--- src/rtl/fetch_stage.sv ---
// fetch_stage: instruction fetch for the pipelined ARM core.
// Owns the fetch PC, issues one-word requests to instruction memory (one
// cycle response latency), buffers returned words with their PCs in a
// DEPTH-entry FIFO and presents the head to decode as InstrF/PCF.
//
// Handshakes:
//   imem side : a request transfers when imem_req & imem_ready are both high
//               at a rising edge; imem_req/imem_addr hold until that happens.
//               The matching imem_rvalid arrives exactly one cycle later.
//   decode side: the head transfers when ValidF & ~StallF at a rising edge.
//
// Optional feature macro: FETCH_PERF_EN enables FetchCount/BubbleCount;
// when undefined both ports read 32'h0.
module fetch_stage #(
    parameter int          DEPTH    = 2,
    parameter logic [31:0] RESET_PC = 32'h0
) (
    input  logic        clk,
    input  logic        reset,
    output logic        imem_req,
    output logic [31:0] imem_addr,
    input  logic        imem_ready,
    input  logic        imem_rvalid,
    input  logic [31:0] imem_rdata,
    input  logic        StallF,
    input  logic        BranchTakenE,
    input  logic [31:0] BranchTargetE,
    output logic        ValidF,
    output logic [31:0] InstrF,
    output logic [31:0] PCF,
    output logic [31:0] PCPlus4F,
    output logic [31:0] FetchCount,
    output logic [31:0] BubbleCount
);

    localparam int PW = (DEPTH > 1) ? $clog2(DEPTH) : 1;
    localparam int CW = PW + 1;

    // Buffer storage and bookkeeping
    logic [31:0]   fifo_pc_q    [DEPTH];
    logic [31:0]   fifo_instr_q [DEPTH];
    logic [PW-1:0] wr_ptr_q, wr_ptr_d;
    logic [PW-1:0] rd_ptr_q, rd_ptr_d;
    logic [CW-1:0] count_q,  count_d;

    logic [31:0]   fetch_pc_q, fetch_pc_d;
    logic [31:0]   req_pc_q,   req_pc_d;
    logic          inflight_q, inflight_d;
    logic          drop_q,     drop_d;

    logic          pop;
    logic          accept;
    logic          resp;
    logic          push;
    logic [CW:0]   credit_use;

    // Handshake decode, credit check and outputs to decode / memory
    always_comb begin
        ValidF     = (count_q != '0);
        pop        = ValidF & ~StallF;
        // Slots already claimed once this edge retires: buffered + in-flight - popped.
        credit_use = {1'b0, count_q} + (CW+1)'(inflight_q) - (CW+1)'(pop);
        imem_req   = ~reset & ~BranchTakenE & (credit_use < (CW+1)'(DEPTH));
        imem_addr  = fetch_pc_q;
        accept     = imem_req & imem_ready;
        // A response only counts if we actually have a request outstanding.
        resp       = imem_rvalid & inflight_q;
        push       = resp & ~drop_q & ~BranchTakenE;
        InstrF     = ValidF ? fifo_instr_q[rd_ptr_q] : 32'h0;
        PCF        = ValidF ? fifo_pc_q[rd_ptr_q]    : 32'h0;
        PCPlus4F   = PCF + 32'd4;
    end

    // Next-state computation for PC, pointers, count and the in-flight tracking
    always_comb begin
        fetch_pc_d = fetch_pc_q;
        req_pc_d   = req_pc_q;
        wr_ptr_d   = wr_ptr_q;
        rd_ptr_d   = rd_ptr_q;
        count_d    = count_q;
        inflight_d = accept | (inflight_q & ~imem_rvalid);
        drop_d     = drop_q;

        if (accept) begin
            fetch_pc_d = fetch_pc_q + 32'd4;
            req_pc_d   = fetch_pc_q;
        end

        if (BranchTakenE) begin
            // Redirect beats any same-cycle push/pop: the buffer is emptied.
            fetch_pc_d = BranchTargetE & 32'hFFFF_FFFC;
            wr_ptr_d   = '0;
            rd_ptr_d   = '0;
            count_d    = '0;
            // Only a request whose response has not yet arrived needs dropping.
            drop_d     = inflight_q & ~imem_rvalid;
        end else begin
            if (push) begin
                wr_ptr_d = wr_ptr_q + PW'(1);
            end
            if (pop) begin
                rd_ptr_d = rd_ptr_q + PW'(1);
            end
            count_d = count_q + CW'(push) - CW'(pop);
            if (resp && drop_q) begin
                drop_d = 1'b0;
            end
        end
    end

    // Control state registers with synchronous reset
    always_ff @(posedge clk) begin
        if (reset) begin
            fetch_pc_q <= RESET_PC & 32'hFFFF_FFFC;
            req_pc_q   <= 32'h0;
            wr_ptr_q   <= '0;
            rd_ptr_q   <= '0;
            count_q    <= '0;
            inflight_q <= 1'b0;
            drop_q     <= 1'b0;
        end else begin
            fetch_pc_q <= fetch_pc_d;
            req_pc_q   <= req_pc_d;
            wr_ptr_q   <= wr_ptr_d;
            rd_ptr_q   <= rd_ptr_d;
            count_q    <= count_d;
            inflight_q <= inflight_d;
            drop_q     <= drop_d;
        end
    end

    // Buffer data write; contents are don't-care until count covers them
    always_ff @(posedge clk) begin
        if (push) begin
            fifo_pc_q[wr_ptr_q]    <= req_pc_q;
            fifo_instr_q[wr_ptr_q] <= imem_rdata;
        end
    end

`ifdef FETCH_PERF_EN
    logic [31:0] fetch_cnt_q,  fetch_cnt_d;
    logic [31:0] bubble_cnt_q, bubble_cnt_d;

    // Performance counter next-state; redirect cycles count like any other
    always_comb begin
        fetch_cnt_d  = fetch_cnt_q  + 32'(pop);
        bubble_cnt_d = bubble_cnt_q + 32'(~ValidF);
    end

    // Performance counter registers
    always_ff @(posedge clk) begin
        if (reset) begin
            fetch_cnt_q  <= 32'h0;
            bubble_cnt_q <= 32'h0;
        end else begin
            fetch_cnt_q  <= fetch_cnt_d;
            bubble_cnt_q <= bubble_cnt_d;
        end
    end

    assign FetchCount  = fetch_cnt_q;
    assign BubbleCount = bubble_cnt_q;
`else
    assign FetchCount  = 32'h0;
    assign BubbleCount = 32'h0;
`endif

endmodule

--- config.mk ---
export PLATFORM = sky130hd
export DESIGN_NAME = fetch_stage
export DESIGN_NICKNAME = d
export VERILOG_FILES = /design/src/rtl/fetch_stage.sv
export SDC_FILE = /design/constraint.sdc
export NUM_CORES = 1
export LEC_CHECK = 0
export ABC_AREA = 1
export BUFFER_PORTS_ARGS = -buffer_cell sky130_fd_sc_hd__buf_2
export CAP_MARGIN = 0
export CORE_UTILIZATION = 59
export CTS_BUF_LIST = sky130_fd_sc_hd__clkbuf_2
export DETAILED_ROUTE_END_ITERATION = 10
export PLACE_DENSITY = 0.93
export SKIP_LAST_GASP = 1
export SLEW_MARGIN = 10
export SYNTH_ARGS = -nofsm -noshare
export SYNTH_HDL_FRONTEND = slang
export SYNTH_SLANG_ARGS = --single-unit
--- constraint.sdc ---
create_clock -name clk -period 6.4 [get_ports clk]
set_input_delay 0.32 -clock clk [delete_from_list [all_inputs] [get_ports clk]]
set_output_delay 0.32 -clock clk [all_outputs]
set_load 0.02 [all_outputs]
==> results of run 1 <==
## sequential cells by signal, indices dropped and copies added (netlist names), named ones only
| register | flops |
|---|---|
| count_q | 2 |
| drop_q | 1 |
| fifo_instr_q | 64 |
| fifo_pc_q | 60 |
| imem_addr | 30 |
| inflight_q | 1 |
| rd_ptr_q | 1 |
| req_pc_q | 30 |
| wr_ptr_q | 1 |
## area by class of cell
cell class                 count  area, um^2
tap                          220         275
clock inverter                15         133
fill                        1212        4960
clock buffer                  17        85.1
inverter                     119         454
timing repair buffer         265        1680
multi-input combinational    842        3860
sequential                   191        5070
antenna                        2        5.00
## cells by family (layout without fill, tap and decap cells)
family	Yosys count	after routing	synth area share [%]
AO/OA/AOI/OAI	137	137	7.13
XOR/XNOR	30	30	2.65
adder cells (fa/ha/maj)	4	4	0.580
buffers and inverters	232	416	12.8
flip-flops	191	191	51.1
other	1	72	0.0378
AND/OR/NAND/NOR	601	601	25.8
## critical path, cell delays in order, from the launching register on
cell,delay (ps)
dfxtp_1,520
inv_2,50
nand2_2,60
buf_4,470
inv_2,80
buf_4,270
a21oi_1,270
ha_1,310
nand3_1,150
nor2_4,200
nand2_2,140
nor2_4,150
nand3_1,90
nand2_1,80
buf_2,160
## worst min-delay path by stage
| stage | start | end | cells after the start |
|---|---|---|---|
| after global routing | BranchTakenE | imem_addr[5] | 3 |
| final | reset | imem_addr[6] | 2 |
| after CTS | reset | imem_addr[12] | 2 |
| after global placement | rd_ptr_q | flip-flop | 1 |
| after floorplan | imem_rdata[0] | fifo_instr_q[0][0] | 0 |
| after detailed placement | rd_ptr_q | flip-flop | 1 |
## power by group
part           internal [mW]  switching [mW]  leakage [nW]
Combinational         0.0792           0.143          3.52
Sequential              1.33          0.0270          1.64
Clock                  0.144           0.417         0.120
## layout by cell type (no fill, tap or decap), types with 7 or more instances in the layout
| cell type | n |
|---|---|
| inv_6 | 7 |
| nand2_1 | 382 |
| edfxtp_1 | 124 |
| buf_2 | 191 |
| o21ai_1 | 9 |
| xor2_1 | 24 |
| nand3_1 | 71 |
| clkbuf_2 | 17 |
| conb_1 | 70 |
| nor2_1 | 87 |
| a21oi_1 | 87 |
| nor2_4 | 8 |
| dfxtp_1 | 66 |
| inv_1 | 112 |
| nor2_2 | 14 |
| dlygate4sd3_1 | 68 |
| o21ai_0 | 33 |
| nand2_2 | 20 |
## metal layers
layer  wire, um  part of all wire, %  up-vias  GRT usage (%)
met3       1960                  8.2       61           5.21
met2      11400                   48      446           44.9
met4        670                  2.8        0           11.6
met1       9740                   41     3922           35.4
li1           -                    -     4174              -
met5          0                    0        -              0
## what timing repair did
action	4_1_cts	5_1_grt
hold buffers	68	0
buffers inserted	0	0
endpoints found under the hold margin	108	0
## through the flow
| stage | power (mW) | std cells | setup slack [ps] | utilization [%] | instance area (um^2) |
|---|---|---|---|---|---|
| finish | 2.14 | 1671 | 2280 | 70.0 | 11600 |
| global route | 2.22 | 1671 | 1750 | 70.0 | 11600 |
| CTS | 2.14 | 1669 | 2260 | 69.9 | 11600 |
| detailed placement | 1.57 | 1569 | 2380 | 64.5 | 10700 |
| global placement | 1.56 | 1569 | 2510 | 64.5 | 10700 |
| floorplan | 1.54 | 1265 | 2760 | - | 10200 |
==> impl_summary.log, run 1 <==
[metrics] result of the run: finished, final reports clean
[metrics] FF+latch count, synth: 191
[metrics] end point of the critical path: PCPlus4F[28]
[metrics] CP Data Required Time: 6080 ps
[metrics] type of element launching the critical path: flip-flop
[metrics] Slew @ Worst Pin: 818 ps
[metrics] worst-case vdd ir drop: 0.000135 V
[metrics] count of TritonRoute iterations in the first routing pass: 6
[metrics] number of global-route vias before repair: 7,764
[metrics] worst setup path startpoint: count_q[1]
[metrics] input/output buffers: 191
[metrics] floorplan die area: 0.0173 mm^2
[metrics] root buffer cell: clkbuf_2
[metrics] cell taking the most area after synthesis: edfxtp_1
[metrics] data arrival at the endpoint of the critical path: 3800 ps
[metrics] Post-Route WL: 23,700 um
[metrics] buffer depth of the longest clock path: 2
[metrics] Final Slew Violations: 0
[metrics] critical path capture point type: primary output
[metrics] post-route clock skew: 43.7 ps
[metrics] worst setup path category: flip-flop to primary output
[metrics] Reg-to-Reg Start: count_q[1]
[metrics] critical path fanouts, max: 58
[metrics] post-route clock period utilization: 64.4%
[metrics] commonest cells in the synthesized netlist: 382 x nand2_1, 124 x edfxtp_1, 112 x inv_1
[metrics] Rows: 47
[metrics] area of the core: 0.0165 mm^2
[metrics] final net count: 1,510
[metrics] drt first-iter violations: 653
[metrics] worst-case hold slack: 49.1 ps
[metrics] clock transition at the register clock pins on the worst setup and hold paths after CTS: 290 ps
[metrics] Distinct cells, synth: 40
[metrics] number of vias in the routed layout: 8,603
[metrics] initial core utilization: 60.0%
[metrics] area share of the largest cell type after synthesis: 37.5%
[metrics] ratio of cells with drive above 1 in the final layout: 19.9%
[metrics] number of clock sinks: 191
[metrics] min-delay worst type: input pin to flip-flop
[metrics] dominant synthesized flop cell: edfxtp_1
[metrics] average detailed-routed wire length per instance: 14.2 um
[metrics] ANT nets after route: 0
[metrics] DPL Wire Length: 15,600 um
[metrics] GP Congestion: 0.939
[metrics] sequential fraction of the synthesis area: 51.1%
[metrics] Ports: 264
[metrics] top cells by area in the synthesized netlist: edfxtp_1 38%, nand2_1 14%, dfxtp_1 14%
[metrics] area growth from synthesis to layout: 16.6%
[metrics] clock tree from TritonCTS: built
[metrics] DRC violation count after routing: 0
[metrics] H-tree depth: 4
[metrics] maximum capacitance violations: 0
[metrics] Reg-to-Reg End: req_pc_q[14]
[metrics] setup TNS after final layout: 0 ps
[metrics] netlist area before placement: 0.00992 mm^2
[metrics] number of antenna violations at the first check in global routing: 2
[metrics] GRT Resource Usage Total: 27.3%
[metrics] total power per unit cell area: 186 mW/mm^2
[metrics] P_leak: 5.28 nW
[metrics] Die X: 132 um
[metrics] RSZ-0062 raised after global routing: no
[metrics] first-pass GRT wire length: 37,400 um
[metrics] Syn. warnings: 0
[metrics] number of hold violations in the final report: 0
[metrics] vias per inst: 5.15
[metrics] Synth Instances: 1,196
[metrics] cell with the most instances after synthesis: nand2_1
[metrics] R2R depth: 15
[metrics] FF-to-FF setup slack: 2290 ps
[metrics] time the worst path needs with I/O delays and setup: 4120 ps
[metrics] clock buffer count from CTS: 17
[metrics] fraction of synthesis flops using an asynchronous set or reset pin: 0%
[metrics] average footprint of a synthesized cell: 8.29 um^2
[metrics] pin count of the biggest net entering global routing: 70
[metrics] achievable clock frequency: 243 MHz
[metrics] clock insertion delay at the later pin of the skew report: 790 ps
[metrics] cts repair resizes: 0
[metrics] overflow left after global routing: 0
[metrics] number of setup violations in the final report: 0
[metrics] die height: 132 um
[metrics] Post-synth EDFFs: 124
[metrics] max_slew headroom: 45.5%
Note: power is estimated with default switching activity, not from simulation.
==> run 2, diff against run 1 <==
--- a/config.mk
+++ b/config.mk
@@ -5,13 +5,13 @@
 export SDC_FILE = /design/constraint.sdc
 export NUM_CORES = 1
 export LEC_CHECK = 0
-export ABC_AREA = 1
+export ABC_AREA = 0
 export BUFFER_PORTS_ARGS = -buffer_cell sky130_fd_sc_hd__buf_2
 export CAP_MARGIN = 0
-export CORE_UTILIZATION = 59
+export CORE_UTILIZATION = 54
 export CTS_BUF_LIST = sky130_fd_sc_hd__clkbuf_2
 export DETAILED_ROUTE_END_ITERATION = 10
-export PLACE_DENSITY = 0.93
+export PLACE_DENSITY = 0.87
 export SKIP_LAST_GASP = 1
 export SLEW_MARGIN = 10
 export SYNTH_ARGS = -nofsm -noshare
==> constraint.sdc (replaced) <==
create_clock -name clk -period 3.8 [get_ports clk]
set_input_delay 0.19 -clock clk [delete_from_list [all_inputs] [get_ports clk]]
set_output_delay 0.19 -clock clk [all_outputs]
set_load 0.02 [all_outputs]
==> impl_summary.log, run 2 <==
[metrics] Ports: 264 (unchanged)
[metrics] switching part of the total power: 24.0% (-3.4 points)
[metrics] Rows: 47 (unchanged)
[metrics] Post-Route WL: 21,900 um (-7.5%)
[metrics] floorplan die area: 0.0177 mm^2 (+2.3%)
[metrics] total power per unit cell area: 348 mW/mm^2 (+88%)
[metrics] post-route clock period utilization: 93.8%
[metrics] Post-synth EDFFs: 124 (unchanged)
[metrics] CP Data Required Time: 3610 ps (-2470 ps)
[metrics] maximum capacitance violations: 0 (unchanged)
[metrics] number of clock sinks: 191 (unchanged)
[metrics] vias per inst: 5.34 (+3.8%)
[metrics] average detailed-routed wire length per instance: 16.5 um (+16%)
[metrics] RSZ-0062 raised after global routing: yes
[metrics] critical path capture point type: primary output
[metrics] fraction of synthesis flops using an asynchronous set or reset pin: 0% (unchanged)
[metrics] top cells by area in the synthesized netlist: edfxtp_1 40%, dfxtp_1 14%, mux2i_1 7.0%
[metrics] min-delay worst type: input pin to flip-flop
[metrics] clock buffer count from CTS: 17 (unchanged)
[metrics] drt first-iter violations: 469 (-28%)
[metrics] Buf/Inv on CP: 3 (-2)
[metrics] dominant synthesized flop cell: edfxtp_1
[metrics] die height: 133 um (+1.1%)
[metrics] average footprint of a synthesized cell: 10.9 um^2 (+31%)
[metrics] cell taking the most area after synthesis: edfxtp_1
[metrics] Syn. warnings: 0 (unchanged)
[metrics] final net count: 1,171 (-22%)
[metrics] GRT Resource Usage Total: 24.6% (-2.7 points)
[metrics] ANT cells: 0 (-2)
[metrics] clock tree from TritonCTS: built
[metrics] Synth Instances: 855 (-29%)
[metrics] max_slew headroom: 35.6% (-9.8 points)
[metrics] number of vias in the routed layout: 7,105 (-17%)
[metrics] ANT nets after route: 0 (unchanged)
[metrics] leading cell types in the layout, fill and taps excluded: 191 x buf_2, 124 x edfxtp_1, 96 x nand2_1, 82 x nor2_1, 70 x conb_1
[metrics] slowest cell on the critical path: dfxtp_1
[metrics] Distinct cells, synth: 62 (+55%)
[metrics] part of the power in registers: 58.8% (-4.7 points)
[metrics] setup TNS after final layout: 0 ps (unchanged)
[metrics] internal power: 2.95 mW (+89%)
[metrics] root buffer cell: clkbuf_2
[metrics] GP Congestion: 0.845 (-10%)
[metrics] H-tree depth: 4 (unchanged)
[metrics] part of the power in the clock network: 32.1% (+5.9 points)
[metrics] Final Slew Violations: 0 (unchanged)
[metrics] netlist area before placement: 0.00929 mm^2 (-6.3%)
[metrics] worst-case vdd ir drop: 0.000265 V (+96%)
[metrics] count of TritonRoute iterations in the first routing pass: 8 (+2)
[metrics] cell-by-cell listing of the critical path: nor2_4 -> buf_4 -> nor2_1 -> ha_1 -> o21ai_0 -> a211oi_2 -> nand4_1 -> buf_4 -> nor4_2 -> xor2_1 -> buf_2
[metrics] critical path fanouts, max: 26 (-55%)
[metrics] area of the core: 0.0167 mm^2 (+1.1%)
[metrics] R2R depth: 10 (-5)
[metrics] number of global-route vias before repair: 6,722 (-13%)
[metrics] number of hold violations in the final report: 0 (unchanged)
[metrics] cell with the most instances after synthesis: edfxtp_1
[metrics] DRC violation count after routing: 0 (unchanged)
[metrics] initial core utilization: 55.6% (-4.4 points)
[metrics] FF+latch area: 0.00507 mm^2 (about the same)
[metrics] number of stages on the worst setup path: 11 (-3)
[metrics] cell seen most often among critical-path stages: buf_4
[metrics] number of setup violations in the final report: 0 (unchanged)
[metrics] data arrival at the endpoint of the critical path: 3370 ps (-430 ps)
[metrics] register bank with the most flops: fifo_instr_q
[metrics] sequential fraction of the synthesis area: 54.5% (+3.5 points)
[metrics] achievable clock frequency: 281 MHz
[metrics] Multi-input gate area: 0.00365 mm^2 (-5.4%)
[metrics] worst setup path category: flip-flop to primary output
[metrics] P_leak: 4.33 nW (-18%)
[metrics] worst-case hold slack: 68.5 ps (+19.4 ps)
[metrics] number of flip-flops under the largest register name: 64 (unchanged)
[metrics] cell depth of the worst min-delay path: 3 (+1)
[metrics] fill cell count: 1,246 (+2.8%)
[metrics] time the worst path needs with I/O delays and setup: 3560 ps
[metrics] ratio of cells with drive above 1 in the final layout: 24.1% (+4.3 points)
[metrics] result of the run: finished, final reports clean
[metrics] Sw Pwr: 932 uW (+59%)
[metrics] overflow left after global routing: 0 (unchanged)
[metrics] commonest cells in the synthesized netlist: 124 x edfxtp_1, 96 x nand2_1, 82 x nor2_1
[metrics] Combinational Power Share: 9.1% (-1.3 points)
[metrics] buffer depth of the longest clock path: 2 (unchanged)
[metrics] first-pass GRT wire length: 34,100 um (-9.0%)
[metrics] clock insertion delay at the later pin of the skew report: 760 ps (-30 ps)
[metrics] DPL Wire Length: 14,500 um (-6.8%)
[metrics] registers with the most flip-flops: fifo_instr_q x64, fifo_pc_q x60
[metrics] type of element launching the critical path: flip-flop
[metrics] area share of the largest cell type after synthesis: 40.1% (+2.5 points)
[metrics] pin count of the biggest net entering global routing: 69 (-1.4%)
[metrics] Slowest Stage Delay on Critical Path: 490 ps (-30 ps)
[metrics] FF+latch count, synth: 191 (unchanged)
[metrics] cell family with the largest share of critical-path delay: simple AND/OR/NAND/NOR gates
[metrics] Slew @ Worst Pin: 966 ps (+147 ps)
[metrics] input/output buffers: 191 (unchanged)
[metrics] most common library cell in the layout ignoring fill and taps: buf_2
[metrics] Die X: 133 um (+1.1%)
[metrics] clock transition at the register clock pins on the worst setup and hold paths after CTS: 270 ps (-20 ps)
[metrics] post-route clock skew: 40.8 ps (-2.91 ps)
[metrics] number of antenna violations at the first check in global routing: 0 (-2)
[metrics] area growth from synthesis to layout: 19.9%
run 2: cell count changes in the layout (fill, tap and decap cells not counted), moves of 15 or more:
cell,change
inv_1,-98
o21ai_0,-20
nand4_1,+15
mux2i_1,+65
xnor2_1,+15
nand3_1,-50
nor3_1,+19
a21oi_1,-33
nand2_2,-20
nand2_1,-286
run 2: worst paths after layout:
path / from / to / slack, ps
max: count_q[0] / PCPlus4F[28] / 240
min: BranchTakenE / imem_addr[12] / 70
max reg2reg: inflight_q / imem_addr[4] / 590
min reg2reg: req_pc_q[23] / req_pc_q[23] / 480
run 2: logic make-up after synthesis:
| logic type | after synthesis | share of synthesized area (%) |
|---|---|---|
| AOI/OAI and AO/OA | 108 | 7.52 |
| xor gates and xnor gates | 45 | 4.24 |
| adders and majority gates | 4 | 0.620 |
| buffers and inverters | 132 | 9.07 |
| DFF | 191 | 54.5 |
| muxes | 68 | 7.37 |
| other | 1 | 0.0404 |
| and+or+nand+nor | 306 | 16.6 |
run 2: stage by stage:
step / utilization (%) / power [mW] / cell area, um^2 / std cells / worst slack, ps
2_1_floorplan: - / 2.57 / 9550 / 924 / 484
3_3_place_gp: 60.5 / 2.60 / 10100 / 1228 / 865
3_5_place_dp: 60.5 / 2.61 / 10100 / 1228 / 831
4_1_cts: 66.6 / 3.89 / 11100 / 1329 / 59.6
5_1_grt: 66.7 / 4.00 / 11100 / 1330 / -21.0
6_report: 66.7 / 3.88 / 11100 / 1330 / 237
run 2: per-layer routing:
metal / global-route usage (%) / wire length (um) / vias up
li1: - / - / 3390
met1: 31.8 / 9060 / 3301
met2: 40.5 / 10500 / 377
met3: 5.63 / 1870 / 37
met4: 9.22 / 488 / 0
met5: 0 / 0 / -
run 2: what timing repair did:
item / CTS / global route
setup endpoints to repair: 4 / 6
resized for setup: 1 / 1
pin swaps: 0 / 1
hold buffers: 68 / 0
endpoints found under the hold margin: 100 / 0
cloned: 0 / 0
setup buffers: 1 / 1
run 2: power groups by stage:
stage	Clock (mW)	Sequential [mW]	Combinational (mW)
6_report	1.25	2.28	0.355
5_1_grt	1.34	2.29	0.381
4_1_cts	1.26	2.28	0.345
3_5_place_dp	0	2.32	0.288
3_3_place_gp	0	2.32	0.282
2_1_floorplan	0	2.33	0.235
run 2: area by class of cell:
cell class / instances / share of cell area, %
flip-flops and latches: 191 / 45.5
multi-input cells: 601 / 32.8
well taps: 220 / 2.47
repair buffers: 272 / 15.8
clock buffers: 20 / 0.898
clock inverters: 12 / 2.07
inverters: 14 / 0.472
run 2: worst min-delay path, cell delays in order:
cell	delay, ps
buf_2	410
nand2_1	170
a21oi_1	50
